File: src/rtl/fetch_unit_pkg.sv
// Shared fetch types: queue entry layout reused by decode, plus width constants.
package fetch_unit_pkg;
  localparam int XLEN       = 32;
  localparam int INST_BYTES = 4;
  localparam logic [XLEN-1:0] RESET_PC_DEF = 32'h0000_0000;

  typedef struct packed {
    logic [XLEN-1:0] inst;
    logic [XLEN-1:0] pc;
  } fq_entry_t;
endpackage

File: src/rtl/fetch_queue.sv
// QDEPTH-entry prefetch FIFO with flush, push+pop when full, and combinational head.
module fetch_queue
  import fetch_unit_pkg::*;
#(
  parameter int QDEPTH = 2
) (
  input  logic      clk,
  input  logic      rst,
  input  logic      flush_i,
  input  logic      push_i,
  input  logic      pop_i,
  input  fq_entry_t din_i,
  output fq_entry_t head_o,
  output logic      valid_o,
  output logic      full_o
);
  localparam int PW = (QDEPTH > 1) ? $clog2(QDEPTH) : 1;
  localparam int CW = $clog2(QDEPTH + 1);

  fq_entry_t       mem_q [QDEPTH];
  logic [PW-1:0]   wr_q, wr_d, rd_q, rd_d;
  logic [CW-1:0]   cnt_q, cnt_d;
  logic            push_ok, pop_ok;

  assign valid_o = (cnt_q != '0);
  assign full_o  = (cnt_q == CW'(QDEPTH));
  assign head_o  = valid_o ? mem_q[rd_q] : '0;

  // Guards keep count inside 0..QDEPTH regardless of caller behaviour.
  assign pop_ok  = pop_i & valid_o;
  assign push_ok = push_i & (!full_o | pop_ok);

  always_comb begin
    cnt_d = cnt_q;
    wr_d  = wr_q;
    rd_d  = rd_q;
    if (flush_i) begin
      cnt_d = '0;
      wr_d  = '0;
      rd_d  = '0;
    end else begin
      if (push_ok) wr_d = wr_q + PW'(1);
      if (pop_ok)  rd_d = rd_q + PW'(1);
      case ({push_ok, pop_ok})
        2'b10:   cnt_d = cnt_q + CW'(1);
        2'b01:   cnt_d = cnt_q - CW'(1);
        default: cnt_d = cnt_q;
      endcase
    end
  end

  always_ff @(posedge clk) begin
    if (rst) begin
      cnt_q <= '0;
      wr_q  <= '0;
      rd_q  <= '0;
    end else begin
      cnt_q <= cnt_d;
      wr_q  <= wr_d;
      rd_q  <= rd_d;
    end
  end

  always_ff @(posedge clk) begin
    if (push_ok && !flush_i && !rst) mem_q[wr_q] <= din_i;
  end
endmodule

File: src/rtl/fetch_unit.sv
// Instruction fetch: owns the PC, fills the prefetch queue, handles redirect/flush.
module fetch_unit
  import fetch_unit_pkg::*;
#(
  parameter logic [31:0] RESET_PC = RESET_PC_DEF,
  parameter int          QDEPTH   = 2
) (
  input  logic        clk,
  input  logic        rst,
  output logic [31:0] inst_addr,
  input  logic [31:0] inst,
  input  logic        redirect,
  input  logic [31:0] redirect_pc,
  input  logic        id_ready,
  output logic        id_valid,
  output logic [31:0] id_inst,
  output logic [31:0] id_pc,
  output logic [31:0] id_pc4,
  output logic        misalign
);
  logic [31:0] pc_q, pc_d;
  logic        misalign_q, misalign_d;
  logic        deq, enq, q_full;
  fq_entry_t   head, din;

  assign deq = id_valid & id_ready;
  assign enq = !redirect & (!q_full | deq);
  assign din = '{inst: inst, pc: pc_q};

  fetch_queue #(.QDEPTH(QDEPTH)) u_q (
    .clk     (clk),
    .rst     (rst),
    .flush_i (redirect),
    .push_i  (enq),
    .pop_i   (deq),
    .din_i   (din),
    .head_o  (head),
    .valid_o (id_valid),
    .full_o  (q_full)
  );

  assign inst_addr = pc_q;
  assign id_inst   = head.inst;
  assign id_pc     = head.pc;
  assign id_pc4    = id_valid ? head.pc + 32'(INST_BYTES) : '0;
  assign misalign  = misalign_q;

  // Redirect wins over fetch; the target is force-aligned to a word boundary.
  always_comb begin
    pc_d       = pc_q;
    misalign_d = redirect & (redirect_pc[1:0] != 2'b00);
    if (redirect)  pc_d = {redirect_pc[31:2], 2'b00};
    else if (enq)  pc_d = pc_q + 32'(INST_BYTES);
  end

  always_ff @(posedge clk) begin
    if (rst) begin
      pc_q       <= RESET_PC;
      misalign_q <= 1'b0;
    end else begin
      pc_q       <= pc_d;
      misalign_q <= misalign_d;
    end
  end
endmodule
File: config.mk
export PLATFORM = sky130hd
export DESIGN_NAME = fetch_unit
export DESIGN_NICKNAME = d
export VERILOG_FILES = /design/src/rtl/fetch_unit_pkg.sv /design/src/rtl/fetch_queue.sv /design/src/rtl/fetch_unit.sv
export SDC_FILE = /design/constraint.sdc
export NUM_CORES = 1
export LEC_CHECK = 0
export BUFFER_PORTS_ARGS = -buffer_cell sky130_fd_sc_hd__buf_2
export CELL_PAD_IN_SITES_DETAIL_PLACEMENT = 1
export CELL_PAD_IN_SITES_GLOBAL_PLACEMENT = 1
export CORE_MARGIN = 2
export CORE_UTILIZATION = 25
export DETAILED_ROUTE_END_ITERATION = 12
export GPL_ROUTABILITY_DRIVEN = 0
export PLACE_DENSITY_LB_ADDON = 0.1
export SLEW_MARGIN = 25
export SYNTH_ARGS = -nofsm -noshare
export SYNTH_HDL_FRONTEND = slang
export SYNTH_HIERARCHICAL = 1
export SYNTH_SLANG_ARGS = --single-unit
File: constraint.sdc
create_clock -name clk -period 12.2 [get_ports clk]
set_input_delay 0.61 -clock clk [delete_from_list [all_inputs] [get_ports clk]]
set_output_delay 0.61 -clock clk [all_outputs]
set_load 0.05 [all_outputs]
==> metrics.md <==
| Metric | Value |
|---|---|
| Status | finished, final reports clean |
| Die W | 178.1 µm |
| Worst slew pin tran | 0.9420 ns |
| Data arrival, critical path | 3.60 ns |
| Crit path cell chain | buf_6 -> mux2i_1 -> nor2_1 -> nand4_1 -> nor4_1 -> nand4_1 -> xnor2_1 -> and2_1 -> buf_2 |
| Tot GR Track Use | 0.1416 |
| Largest net degree at the start of global routing | 66 |
| IO Pins | 198 |
| Post-CTS Hold Fix Bufs | 0 |
| Clk sinks | 164 |
| CP max stage cell | nor4_1 |
| CTS Buffer Depth | 2 |
| Period utilisation layout | 0.3452 |
| Critical path start-end classification | reg2out |
| DRT iter0 DRCs | 184 |
| PwrDens | 141.2 nW/µm² |
| Layout area overhead | 26.22% |
| Rel. slew slack | 0.3720 |
| Fin nets | 892 |
| Setup crit start kind | flop |
| Max-slew violations | 0 |
| Vias per cell | 4.527 |
| PostCTS Resize Cnt | 0 |
| CTS tree | done |
| Routed wire length | 22290 µm |
| First-pass iteration count of the detailed router | 4 |
| Clock skew | 0.01212 ns |
| RSZ-0062 raised after global routing | false |
| Core Rows | 63 |
| EDFF count, synth | 128 |
| Vias in the first global route | 5812 |
| # diodes | 0 |
| Synth Cell Area | 7579 µm² |
| Final hold viol count | 0 |
| Met2 Resource Use GR | 0.2272 |
| CP required | 11.59 ns |
| Tmin final | 4.212 ns |
| Max FO, Critical Path | 64 |
| GR Util met1 | 0.1936 |
| Fraction of registers with async set/reset | 0 |
| Wire length per cell | 18.21 µm |
| Grt ovf | 0 |
| DRC | 0 |
| Core Util, Final | 0.3219 |
| Core area | 29720 µm² |
| Crit path capture type | output port |
| Synth cell types | 47 |
| Met3 Track Usage GR | 0.02558 |
| Synth warnings | 6 |
| Global routing's busiest layer | met2 |
| Syn Inst Count | 632 |
| Leading cell type in the layout, fill and taps excluded | buf_2 |
| Peak VDD IR | 0.06823 mV |
| Leak | 0.003576 µW |
| Delay of the slowest cell on the worst path | 0.67 ns |
| Layout cells sized above 1 | 0.2950 |
| Die height | 178.1 µm |
| I/O Buffers | 195 |
| CTS Root Cell | clkbuf_16 |
| Hold WC Path Type | in2reg |
| Die footprint | 31720 µm² |
| Most used cell along the critical path | nand4_1 |
| HPWL Detailed | 15510 µm |
| Commonest cells after routing, fill and taps aside | 195 x buf_2, 128 x edfxtp_1, 91 x nor2_1 |
| Synth Register Bits | 164 |
| Max Cap Violations | 0 |
| Initial antenna violation count | 0 |
| CP Buf/Inv Count | 2 |
| Main synth FF type | edfxtp_1 |
| Clk Latency, worst-skew pair | 0.43 ns |
| Clock buffer count from CTS | 17 |
| Post-route ant nets | 0 |
| Register area share after synthesis | 0.6023 |
| First-pass GRT wire length | 33840 µm |
| F_max | 237.4 MHz |
| Total negative setup slack | 0 ns |
| Routed vias | 5541 |
| Starting density of the core | 0.2550 |
| Clock slew seen by the registers of the worst setup and hold paths | 0.07 ns |
| H-Tree Depth | 4 |
| Endpoints failing setup | 0 |
| Post-CTS setup buffer count | 0 |
| Post-Syn Area per Cell | 11.99 µm² |
| Fill count | 3270 |
| Critical path's top delay family | simple AND/OR/NAND/NOR gates |
==> power breakdown <==
part,switching [µW],internal (µW)
combinational,114,37.9
clock,242,319
sequential,18.4,619
==> cell families after synthesis <==
| kind of cell | synth area share |
|---|---|
| AOI/OAI and AO/OA | 0.04325 |
| xor gates and xnor gates | 0.06125 |
| adders and majority gates | 0.004953 |
| buffers and inverters | 0.02708 |
| DFF | 0.6023 |
| muxes | 0.08981 |
| other | 0.0004948 |
| and+or+nand+nor | 0.1709 |
==> Yosys cell counts (2+ instances only) <==
library cell	n	area (µm²)
a211oi_1	11	82.58
o21ai_0	5	25.02
inv_1	7	26.28
or3_1	8	50.05
buf_4	8	60.06
ha_1	3	37.54
clkbuf_1	17	63.81
nor2_1	93	349.1
and4_1	12	105.1
a311oi_1	4	35.03
xor2_1	19	166.4
mux2i_1	68	680.7
nor3_1	9	45.04
dfxtp_1	36	720.7
and2_1	29	181.4
nand2_1	23	86.33
o21ai_1	3	15.01
nand3_1	30	150.1
and3_1	9	56.30
o22ai_1	5	31.28
nand4_1	18	112.6
xnor2_1	34	297.8
a21boi_1	2	15.01
edfxtp_1	128	3844
a21oi_1	13	65.06
nor2b_1	6	37.54
nor4_1	6	37.54
buf_2	7	35.03
==> per-layer routing <==
metal	vias up	part of all wire
met5	-	0
met3	16	0.049
li1	2678	-
met1	2695	0.49
met2	152	0.45
met4	0	0.013
==> worst paths after layout <==
check	from	endpoint	slack, ns	cells after the start
worst max-delay path	flop	id_pc4[31]	7.99	9
worst min-delay path	inst[30]	u_q/mem_q[1][62]$_DFFE_PP_	0.38	1
worst max register to register	u_q/cnt_q[0]$_SDFFE_PP0P_	u_q/mem_q[1][1]$_DFFE_PP_	8.65	8
worst min register to register	u_q/wr_q$_SDFFE_PP0P_	u_q/wr_q$_SDFFE_PP0P_	0.48	2
==> worst register-to-register path, cell delays in order, from the launching register on <==
cell	delay, ns
dfxtp_1	0.46
nor2_4	0.04
buf_4	0.34
inv_2	0.58
a21boi_2	0.33
nor2_1	0.20
o21ai_2	0.14
nor4b_2	0.24
buf_4	0.76
==> sequential cells by signal, indices dropped and copies added, names as in the netlist, named ones only <==
| signal | flops |
|---|---|
| misalign | 1 |
| u_q/rd_q | 1 |
| u_q/cnt_q | 2 |
| u_q/mem_q | 128 |
| u_q/wr_q | 1 |
| inst_addr | 30 |
==> through the flow <==
| step | setup slack [ns] | hold WS (ns) | instances | total power [µW] | instance area, µm² |
|---|---|---|---|---|---|
| after floorplan | 3.214 | 0.4422 | 637 | 751.4 | 7597 |
| after CTS | 7.888 | 0.3528 | 1224 | 1375 | 9565 |
| after global routing | 7.615 | 0.3555 | 1224 | 1406 | 9565 |
| after detailed placement | 8.350 | 0.4730 | 1192 | 804.9 | 8949 |
| final | 7.988 | 0.3758 | 1224 | 1351 | 9565 |
| after global placement | 8.139 | 0.4567 | 1192 | 801.7 | 8945 |
==> layout make-up <==
| cell class | instances | area (µm²) | share of cell area |
|---|---|---|---|
| Sequential cell | 164 | 4568 | 0.4776 |
| Multi-Input combinational cell | 431 | 2849 | 0.2978 |
| Timing Repair Buffer | 200 | 1017 | 0.1063 |
| Clock buffer | 20 | 489.2 | 0.05114 |
| Tap cell | 390 | 488.0 | 0.05101 |
| Clock inverter | 12 | 127.6 | 0.01334 |
| Inverter | 7 | 26.28 | 0.002747 |
Note: power is estimated with default switching activity, not from simulation.
